`config.mk`:
```
export PLATFORM = sky130hd
export DESIGN_NAME = serial_add_sub
export DESIGN_NICKNAME = d
export VERILOG_FILES = /design/src/rtl/arith_pkg.sv /design/src/rtl/digit_adder.sv /design/src/rtl/serial_add_sub.sv
export SDC_FILE = /design/constraint.sdc
export NUM_CORES = 1
export LEC_CHECK = 0
export ABC_AREA = 1
export BUFFER_PORTS_ARGS = -buffer_cell sky130_fd_sc_hd__buf_2
export CAP_MARGIN = 20
export CORE_MARGIN = 5
export CORE_UTILIZATION = 53
export DETAILED_ROUTE_END_ITERATION = 7
export GPL_TIMING_DRIVEN = 0
export PLACE_DENSITY = 0.85
export SKIP_CTS_REPAIR_TIMING = 1
export SLEW_MARGIN = 0
export SYNTH_ARGS = -nofsm -noshare
export SYNTH_HDL_FRONTEND = slang
export SYNTH_SLANG_ARGS = --single-unit
```
`constraint.sdc`:
```
create_clock -name clk -period 1.96 [get_ports clk]
set_input_delay 0 -clock clk [delete_from_list [all_inputs] [get_ports clk]]
set_output_delay 0 -clock clk [all_outputs]
set_load 0.02 [all_outputs]
```
`src/rtl/arith_pkg.sv`:
```
// Shared definitions for the digit-serial arithmetic blocks:
// FSM state encoding, operation mode constants and a parameter legality check.
package arith_pkg;

    typedef enum logic [1:0] {
        IDLE = 2'd0,
        RUN  = 2'd1,
        DONE = 2'd2
    } state_t;

    localparam logic MODE_ADD = 1'b0;
    localparam logic MODE_SUB = 1'b1;

    function automatic bit digit_fits(input int unsigned width, input int unsigned digit);
        return (digit >= 1) && (digit <= width) && ((width % digit) == 0);
    endfunction

endpackage

```
`src/rtl/digit_adder.sv`:
```
// Combinational DIGIT-bit ripple-carry slice; also exposes the carry into the
// slice's top bit so the caller can derive signed overflow.
module digit_adder #(
    parameter int unsigned DIGIT = 2
) (
    input  logic [DIGIT-1:0] x,
    input  logic [DIGIT-1:0] y,
    input  logic             ci,
    output logic [DIGIT-1:0] s,
    output logic             co,
    output logic             cm
);

    logic [DIGIT:0] cc;

    always_comb begin
        cc    = '0;
        s     = '0;
        cc[0] = ci;
        for (int unsigned i = 0; i < DIGIT; i++) begin
            s[i]    = x[i] ^ y[i] ^ cc[i];
            cc[i+1] = (x[i] & y[i]) | (cc[i] & (x[i] ^ y[i]));
        end
        co = cc[DIGIT];
        cm = cc[DIGIT-1];
    end

endmodule

```
`src/rtl/serial_add_sub.sv`:
```
// Digit-serial adder/subtractor: WIDTH-bit operands consumed DIGIT bits per
// clock, LSB first, with start/done handshake, carry-out and signed overflow.
module serial_add_sub
    import arith_pkg::*;
#(
    parameter int unsigned WIDTH = 8,
    parameter int unsigned DIGIT = 2
) (
    input  logic             clk,
    input  logic             rst_n,
    input  logic             start,
    input  logic             sub,
    input  logic [WIDTH-1:0] a,
    input  logic [WIDTH-1:0] b,
    input  logic             cin,
    output logic             ready,
    output logic             busy,
    output logic             done,
    output logic [WIDTH-1:0] sum,
    output logic             cout,
    output logic             ovf
);

    localparam int unsigned STEPS = WIDTH / DIGIT;
    localparam int unsigned KW    = (STEPS > 1) ? $clog2(STEPS) : 1;
    localparam logic [KW-1:0] KLAST = KW'(STEPS - 1);

    if (!digit_fits(WIDTH, DIGIT)) begin : g_bad_digit
        $error("serial_add_sub: WIDTH must be a non-zero multiple of DIGIT");
    end

    state_t           state, state_nx;
    logic [WIDTH-1:0] sa, sb, sr, sr_nx;
    logic             c;
    logic [KW-1:0]    k;
    logic [DIGIT-1:0] ds;
    logic             dco, dcm;
    logic             accept, last;

    digit_adder #(.DIGIT(DIGIT)) u_slice (
        .x  (sa[DIGIT-1:0]),
        .y  (sb[DIGIT-1:0]),
        .ci (c),
        .s  (ds),
        .co (dco),
        .cm (dcm)
    );

    assign ready = (state == IDLE) || (state == DONE);
    assign busy  = (state == RUN);
    assign done  = (state == DONE);

    always_comb begin
        accept   = start && ready;
        last     = (k == KLAST);
        // new digit enters at the top; after STEPS shifts the first digit sits at bit 0
        sr_nx    = (sr >> DIGIT) | (WIDTH'(ds) << (WIDTH - DIGIT));
        state_nx = state;
        unique case (state)
            IDLE:    if (accept) state_nx = RUN;
            RUN:     if (last)   state_nx = DONE;
            DONE:    state_nx = accept ? RUN : IDLE;
            default: state_nx = IDLE;
        endcase
    end

    always_ff @(posedge clk) begin
        if (!rst_n) begin
            state <= IDLE;
            sa    <= '0;
            sb    <= '0;
            sr    <= '0;
            c     <= 1'b0;
            k     <= '0;
            sum   <= '0;
            cout  <= 1'b0;
            ovf   <= 1'b0;
        end else begin
            state <= state_nx;
            if (accept) begin
                sa <= a;
                sb <= b ^ {WIDTH{sub}};
                c  <= (sub == MODE_SUB) ? 1'b1 : cin;
                k  <= '0;
            end else if (state == RUN) begin
                sa <= sa >> DIGIT;
                sb <= sb >> DIGIT;
                sr <= sr_nx;
                c  <= dco;
                k  <= k + 1'b1;
                if (last) begin
                    sum  <= sr_nx;
                    cout <= dco;
                    ovf  <= dcm ^ dco;
                end
            end
        end
    end

endmodule
```
Word-level counts from Yosys, hierarchy flattened --
Index checks and enable logic that the tools add are counted.
Word-level totals: memories kept 0, latch bits 0, logic and storage cells 49, input bits 21, bits in read-only memories 0, flip-flop bits (word level) 39, RAM bits 0, output and inout bits 13
Operators by class: multipliers 0, $lt $le $gt $ge 0, eq/ne operators 5, reduce and logical (&&, ||, !) cells 8, bitwise logic cells 15, muxes and demuxes 11, shifts and indexed selects 0, divide/modulo/power cells 0, add/subtract/negate cells 1
Operators with widths (count):
- $mux 8 | 4
- $or 6x8->8 | 1
- $xor 8x8->8 | 1
- $pmux 2 s3 | 1
- $xor 1x1->1 | 5
- $and 1x1->1 | 4
- $eq 2x2->1 const B | 2
- $mux 1 | 4
- $mux 2 | 2
- $reduce_and 2->1 | 2
- $reduce_and 3->1 | 1
- $add 2x1->2 const B | 1
- $eq 2x1->1 const B | 1
- $logic_not 2->1 | 1
- $ne 2x1->1 const B | 1
- $ne 2x2->1 const B | 1
- $not 1->1 | 2
- $or 1x1->1 | 2
- $reduce_bool 2->1 | 1
- $reduce_or 2->1 | 1
- $logic_and 1x1->1 | 1
- $logic_or 1x1->1 | 1

Longest topological paths before layout --
Gate-level depths: netlist (run 1).
depth in word-level cells 7, depth in mapped cells 8

Hierarchy --
A second synthesis (run 1) with hierarchy kept.
Unflattened totals: cell total of the unflattened synthesis 235, area, all modules 1676.6 um^2
Modules (own cells, without submodules):
- serial_add_sub | sequential area each 740.7 um^2, instances 1, area an instance 1636.6 um^2, cells each 233
- digit_adder | sequential area each 0.0 um^2, instances 1, area an instance 40.0 um^2, cells each 2

Least setup slack after synthesis (run 1) --
No wires, ideal clock.
path kind register -> register, start point reg c, end point reg ovf, arrival 1518 ps, cell stages (with the launch flop) 7, required time 1844 ps, path buffers 0, setup slack 326 ps, path through dfxtp_1 -> inv_1 -> fa_1 -> fa_1 -> xor2_1 -> nor2_1 -> nor2_1
Between the ends: cells in the longest elaborated chain, start to end 5
RTL lines:
- start, declared | line serial_add_sub.sv:34 | logic c;
- start signal, assigned | line serial_add_sub.sv:83 | c <= (sub == MODE_SUB) ? 1'b1 : cin;
- start signal, assigned | line serial_add_sub.sv:89 | c <= dco;
- $and 1x1->1 * | line digit_adder.sv:22 | cc[i+1] = (x[i] & y[i]) | (cc[i] & (x[i] ^ y[i]));
- $or 1x1->1 * | line digit_adder.sv:22
- $and 1x1->1 | line digit_adder.sv:22
- $or 1x1->1 | line digit_adder.sv:22
- $xor 1x1->1 * | line serial_add_sub.sv:94 | ovf <= dcm ^ dco;
- end signal, assigned | line serial_add_sub.sv:94
- end, declared | line serial_add_sub.sv:21 | output logic ovf
Mark *: on every way between the ends. The rest lies on a longest branch, timed or not. A chain may end at the register's enable or synchronous reset.

Worst setup path after layout (run 1) --
start point reg state[0], end point reg sa[3]
Between the ends: cells in the longest elaborated chain, start to end 4
RTL lines:
- start, declared | line serial_add_sub.sv:32 | state_t state, state_nx;
- start signal, assigned | line serial_add_sub.sv:79 | state <= state_nx;
- $eq 2x2->1 or $logic_not 2->1 (tied branches) | line serial_add_sub.sv:49 | assign ready = (state == IDLE) || (state == DONE);
- $logic_or 1x1->1 | line serial_add_sub.sv:49
- $logic_and 1x1->1 | line serial_add_sub.sv:54 | accept = start && ready;
- $mux 8 or $reduce_bool 2->1 (tied branches)
- end signal, assigned | line serial_add_sub.sv:86 | sa <= sa >> DIGIT;
- end, declared | line serial_add_sub.sv:33 | logic [WIDTH-1:0] sa, sb, sr, sr_nx;
Several ways; a longest one is shown, not always the timed one.

==> out/results.ini, run 1 <==
[run_status]
status=finished clean

[sta]
rsz0062_at_grt=false
fin_crit_sh_pct=89.2
setup_viol=0
clock_skew_ns=0.00590
tightest_slew_ns=0.427
tns_ns=0
finalMaxSlewViolations=0
min_period_ns=1.75
max_freq_mhz=572
slew_headroom_pct=71.5
finalHoldViolCount=0

[logic_synthesis]
syn_avg_cell_area_um2=6.87
netlist.area_leader.share_pct=44.2
async_reset_ff_share_pct=0
ys_warn_count=0
synthTopCellsByCount=62 x nand2_1, 37 x dfxtp_1, 37 x nor2_1
synth_edf_count=0
syn_nets=268
synth_cell_types=20
syn_area_um2=1680
synth_top_area_cell=dfxtp_1
ys_seq_elements=37
yosysSeqAreaShare_pct=44.2
synth_cells=244
synthMostInstantiatedCell=nand2_1
synthFlopType=dfxtp_1
synth_area_leaders=dfxtp_1 44%, nand2_1 14%, nor2_1 8.3%

[place]
dpl.hpwl_um=2460
gp_congestion=0.767
numPortBuffers=32
dp_cells=320
dpl_cell_area_um2=1890

[min_path]
worstHoldPathType=input pin to register

[global_routing]
track_usage_pct=17.4
grt_pass1_wl_um=5840
grtUsageMet3_pct=4.08
use_met2_pct=27.1
gr-max-usage-layer=met2
grt_max_degree=12
antenna_found_initial=0
grt-ovfl-total=0
grt.met1_usage_pct=21.9
grt_pass1_vias=1358

[clock_network]
clkLatencyLatePin_ns=0.34
cts.path.max_buffers=2
cts.clk_slew.worst_paths_ns=0.10
clkSinkCount=37
h-tree-depth=2
root_buffer=clkbuf_4
cts_buffers=5
cts_tree=yes

[die]
placementRows=20
die_w_um=66.2
core-area_um2=3050
die_y_um=66.2
start_util_pct=54.9
ioPinCount=34
die_area_um2=4390

[drt]
via_count=1593
wl_per_cell_um=10.7
remaining_drc_errors=0
routed_wl_um=3580
first_pass_iters=4
drt_iter0_markers=55
drt-vias-per-instance=4.74
ant_nets=0

[cells_and_area]
drive_gt1_share_pct=18.2
regArea_um2=741
fillers=275
nNetsFinal=315
multi_input_area_um2=752
synthToLayoutAreaGrowth_pct=21.8
fin_cells=336
fin_area_um2=2040
antenna_cells=0

[power_and_ir_drop]
p_switching_uw=413
seq_power_share_pct=54.0
peakVddDrop_mv=0.551
power_density_nw_per_um2=740
clockPowerShare_pct=30.0
p_total_mw=1.51
power_leakage_nw=1.08
internal-power_mw=1.10
p_sw_share_pct=27.3
pwr-share-comb_pct=16.0

[setup_path]
cp_data_required_time_ns=2.23
end_kind=register
crit_arrival_ns=2.02
crit_fanout=10
critPathKind=register to register
cp-start-kind=register

[run]
max-cap-violations=0

## power groups by stage
stage | Clock (mW) | Sequential, mW | Combinational (mW)
finish | 0.453 | 0.816 | 0.241
detailed placement | 0 | 0.833 | 0.226
floorplan | 0 | 0.828 | 0.163
CTS | 0.457 | 0.816 | 0.229
global placement | 0 | 0.831 | 0.222
global route | 0.497 | 0.820 | 0.276
## cells by family (layout without fill, tap and decap cells)
kind of cell / after synthesis / count (layout) / share of synthesized area (%)
fa+ha+maj: 3 / 3 / 3.14
flops: 37 / 37 / 44.2
xor+xnor: 2 / 2 / 1.05
simple gates: 124 / 124 / 30.7
buf+inv: 45 / 93 / 10.9
compound gates: 33 / 33 / 10.0
## registers in the layout, summed over array words and instances (netlist names)
signal  count
ovf         1
state       2
sum         8
sa          8
k           2
cout        1
sb          8
c           1
sr          6
## final timing paths
kind	from	end	slack, ns	cells past startpoint
max	state[0]$_SDFFE_PN0P_	sa[3]$_SDFFE_PN0P_	0.21	6
min	a[0]	sa[0]$_SDFFE_PN0P_	0.008	5
max reg2reg	state[0]$_SDFFE_PN0P_	sa[3]$_SDFFE_PN0P_	0.21	6
min reg2reg	sa[4]$_SDFFE_PN0P_	sa[4]$_SDFFE_PN0P_	0.47	2
## cell type report
type                       count  share of cell area [%]
multi-input combinational    162                    36.8
sequential                    37                    36.3
timing repair buffer          40                    11.8
inverter                      37                    6.81
clock buffer                   7                    3.19
tap                           44                    2.70
buffer                         8                    2.15
clock inverter                 1                   0.245
## per-stage QoR
step           utilization, %  hold WS [ns]  setup WS (ns)
2_1_floorplan               -         0.135          0.326
3_3_place_gp             61.9         0.226          0.259
3_5_place_dp             61.9         0.231          0.248
4_1_cts                  64.2        -0.129          0.237
5_1_grt                  66.8        0.0437          0.149
6_report                 66.8       0.00816          0.212
## cell usage in the layout, fill, tap and decap left out
| master | instances |
|---|---|
| dlygate4sd3_1 | 8 |
| clkbuf_1 | 3 |
| a21oi_1 | 11 |
| fa_1 | 2 |
| clkbuf_8 | 2 |
| buf_2 | 34 |
| inv_1 | 35 |
| inv_2 | 2 |
| dfxtp_1 | 37 |
| a211oi_1 | 1 |
| nand2_1 | 62 |
| buf_4 | 3 |
| nor3_1 | 1 |
| nand3_1 | 18 |
| o21ai_0 | 21 |
| ha_1 | 1 |
| nor2_1 | 37 |
| nor2_2 | 2 |
| clkbuf_4 | 5 |
| nand2_4 | 1 |
| nor2_4 | 1 |
| nand2_2 | 2 |
| clkinv_2 | 1 |
| xor2_1 | 2 |
## layer usage
layer  vias to the layer above  routed length (µm)
li1                        839                   -
met1                       714                1620
met2                        33                1700
met3                         7                 184
met4                         0                  72
met5                         -                   0
## worst max-delay path: stages, from the launching register on
cell,delay (ns)
dfxtp_1,0.42
inv_2,0.09
nand2_2,0.19
buf_4,0.21
o21ai_0,0.09
dlygate4sd3_1,0.57
nor3_1,0.12
(Power assumes the default switching activity.)
==> run 2, diff against run 1 <==
Settings changed: ABC_AREA 1 to unset, PLACE_DENSITY 0.85 to 0.86, SKIP_CTS_REPAIR_TIMING 1 to unset.
==> run 2 against run 1 <==
Fmax down 0.34%. Sequential power about the same. Hold slack better by 0.042 ns. Sequential cell count unchanged. Sequential share of layout area up 0.87 points. Critical path depth unchanged. Combinational power down 8.3%. Synthesized cell count down 25%. Total power down 6.7%. Largest cell class unchanged. Clock-buffer cell count up 1.
==> out/results.ini, run 2 <==
[run]
max-cap-violations=0  ; unchanged

[global_routing]
grt_pass1_wl_um=5970  ; was 5840 µm
grtUsageMet3_pct=4.62  ; was 4.08%
grt.met1_usage_pct=21.1  ; was 21.9%
gr-max-usage-layer=met2  ; unchanged
track_usage_pct=17.7  ; was 17.4%
grt_pass1_vias=1345  ; was 1358
use_met2_pct=31.1  ; was 27.1%
grt-ovfl-total=0  ; unchanged
antenna_found_initial=0  ; unchanged
grt_max_degree=11  ; was 12

[die]
die_y_um=65.5  ; was 66.2 µm
die_area_um2=4290  ; was 4390 µm²
start_util_pct=54.4  ; was 54.9%
die_w_um=65.5  ; was 66.2 µm
ioPinCount=34  ; unchanged
placementRows=20  ; unchanged
core-area_um2=3000  ; was 3050 µm²

[drt]
remaining_drc_errors=0  ; unchanged
first_pass_iters=4  ; unchanged
routed_wl_um=3470  ; was 3580 µm
ant_nets=0  ; unchanged
via_count=1387  ; was 1593
wl_per_cell_um=13.0  ; was 10.7 µm
drt-vias-per-instance=5.21  ; was 4.74
drt_iter0_markers=64  ; was 55

[clock_network]
cts_buffers=5  ; unchanged
clkLatencyLatePin_ns=0.33  ; was 0.34 ns
post-cts-setup-buffer-count=0
h-tree-depth=2  ; unchanged
cts.clk_slew.worst_paths_ns=0.10  ; about the same
root_buffer=clkbuf_4  ; unchanged
cts-resized-gates=0
clkSinkCount=37  ; unchanged
cts_tree=yes  ; unchanged
cts.path.max_buffers=2  ; unchanged

[logic_synthesis]
syn_area_um2=1630  ; was 1680 µm²
synth_cell_types=32  ; was 20
synth_area_leaders=dfxtp_1 45%, nand2_1 9.7%, a21boi_1 6.4%  ; was dfxtp_1 44%, nand2_1 14%, nor2_1 8.3%
syn_avg_cell_area_um2=8.97  ; was 6.87 µm²
syn_nets=206  ; was 268
synthTopCellsByCount=42 x nand2_1, 37 x dfxtp_1, 14 x a21boi_1  ; was 62 x nand2_1, 37 x dfxtp_1, 37 x nor2_1
ys_warn_count=0  ; unchanged
netlist.area_leader.share_pct=45.4  ; was 44.2%
synth_edf_count=0  ; unchanged
synthMostInstantiatedCell=nand2_1  ; unchanged
async_reset_ff_share_pct=0  ; unchanged
yosysSeqAreaShare_pct=45.4  ; was 44.2%
synth_top_area_cell=dfxtp_1  ; unchanged
synth_cells=182  ; was 244
ys_seq_elements=37  ; unchanged
synthFlopType=dfxtp_1  ; unchanged

[power_and_ir_drop]
p_total_mw=1.41  ; was 1.51 mW
power_density_nw_per_um2=707  ; was 740 nW/µm²
peakVddDrop_mv=0.457  ; was 0.551 mV
power_leakage_nw=0.884  ; was 1.08 nW

[cells_and_area]
largestRegisters=sa: 8 flops, sb: 8 flops, sum: 8 flops  ; unchanged
drive_gt1_share_pct=21.9  ; was 18.2%
antenna_cells=0  ; unchanged
synthToLayoutAreaGrowth_pct=22.1  ; was 21.8%
utilization_pct=66.4  ; was 66.8%
fillers=272  ; was 275
fin_cells=266  ; was 336
nNetsFinal=256  ; was 315
final_cell_mix=42 x nand2_1, 37 x dfxtp_1, 36 x buf_2, 14 x a21boi_1, 11 x dlygate4sd3_1  ; was 62 x nand2_1, 37 x nor2_1, 37 x dfxtp_1, 35 x inv_1, 34 x buf_2
final_common_cell=nand2_1  ; unchanged

[sta]
rsz0062_at_grt=false  ; unchanged
fin_crit_sh_pct=89.5  ; was 89.2%
finalHoldViolCount=0  ; unchanged
max_freq_mhz=570  ; was 572 MHz
tns_ns=0  ; unchanged
min_period_ns=1.75  ; about the same
slew_headroom_pct=69.8  ; was 71.5%
tightest_slew_ns=0.453  ; was 0.427 ns
setup_viol=0  ; unchanged
clock_skew_ns=0.00741  ; was 0.00590 ns
finalMaxSlewViolations=0  ; unchanged
timing.final.ws_setup_ns=0.206  ; was 0.212 ns

[place]
dpl.hpwl_um=2470  ; was 2460 µm
gp_congestion=0.778  ; was 0.767
dp_cells=247  ; was 320
numPortBuffers=32  ; unchanged
pre_cts_ws_ns=0.208  ; was 0.248 ns

[setup_path]
regToRegSetupSlack_ns=0.21  ; about the same
cp-start-kind=register  ; unchanged
cp_data_required_time_ns=2.20  ; was 2.23 ns
crit_fanout=3  ; was 10
rr_startpoint=c$_SDFFE_PN0P_  ; was state[0]$_SDFFE_PN0P_
crit_arrival_ns=1.99  ; was 2.02 ns
end_kind=register  ; unchanged
ff2ff_path_depth=6  ; unchanged
critPathKind=register to register  ; unchanged
timing.rr.end=ovf$_SDFFE_PN0P_  ; was sa[3]$_SDFFE_PN0P_

[run_status]
status=finished clean  ; unchanged

[min_path]
worstHoldPathCells=4  ; was 5
worstHoldPathType=input pin to register  ; unchanged
holdPathEnd=c$_SDFFE_PN0P_  ; was sa[0]$_SDFFE_PN0P_
hold_path_startpoint=cin  ; was a[0]

## run 2: changes by cell type in the layout (fill, tap and decap cells not counted), sizes merged, moves of 3 or more
cell / previous run / this run
a31oi: 0 / 3
nand3: 18 / 10
inv: 37 / 7
o211a: 0 / 6
dlygate4sd3: 8 / 11
a21boi: 0 / 20
a22oi: 0 / 8
buf: 37 / 41
o21ai: 21 / 4
a21oi: 11 / 3
xor2: 2 / 8
nor2: 40 / 3
nand2: 65 / 42
## run 2: how the worst max path moves through the flow
stage                                  start               end  slack (ns)
after floorplan               c$_SDFFE_PN0P_  ovf$_SDFFE_PN0P_        0.30
after global placement    sa[0]$_SDFFE_PN0P_  ovf$_SDFFE_PN0P_        0.23
after detailed placement      c$_SDFFE_PN0P_  ovf$_SDFFE_PN0P_        0.21
after CTS                     c$_SDFFE_PN0P_  ovf$_SDFFE_PN0P_        0.19
after global routing          c$_SDFFE_PN0P_  ovf$_SDFFE_PN0P_        0.12
final                         c$_SDFFE_PN0P_  ovf$_SDFFE_PN0P_        0.21
## run 2: where the power goes
| part | internal, mW | switching, mW |
|---|---|---|
| clock | 0.143 | 0.233 |
| combinational | 0.104 | 0.117 |
| sequential | 0.789 | 0.0236 |
| total | 1.04 | 0.374 |
## run 2: timing repair
action / in CTS / in global routing
hold endpoints to repair: 12 / 0
hold buffers: 11 / 0
setup endpoints to repair: 0 / 0
## run 2: per-stage QoR
stage / area (µm²) / hold slack, ns
after CTS: 1990 / 0.0195
after global routing: 1990 / 0.0250
after global placement: 1830 / 0.244
after floorplan: 1630 / 0.134
final: 1990 / 0.0500
after detailed placement: 1830 / 0.261
## run 2: critical path: stages, from the launching register on
cell and delay, ns:
dfxtp_1 0.32, inv_1 0.06, fa_1 0.47, fa_1 0.45, xnor2_1 0.18, nand2_1 0.07, o211a_1 0.11
## run 2: logic make-up after synthesis
kind of cell	share of synthesized area, %
AND/OR/NAND/NOR	17.9
AO/OA/AOI/OAI	21.5
flip-flops	45.4
buffers and inverters	6.74
XOR/XNOR	5.36
adder cells (fa/ha/maj)	3.22
## run 2: metal layers
layer  routed length (µm)  vias to the layer above
met5                    0                        -
met4                   38                        0
met3                  174                        6
met2                 1710                       32
met1                 1540                      638
li1                     -                      711
## run 2: final cells by class
class	instances	area, µm²	share of cell area, %
multi-input cells	125	782	39.2
flip-flops and latches	37	741	37.2
repair buffers	43	270	13.6
plain buffers	13	83.8	4.21
clock buffers	8	48.8	2.45
well taps	33	41.3	2.07
inverters	7	26.3	1.32
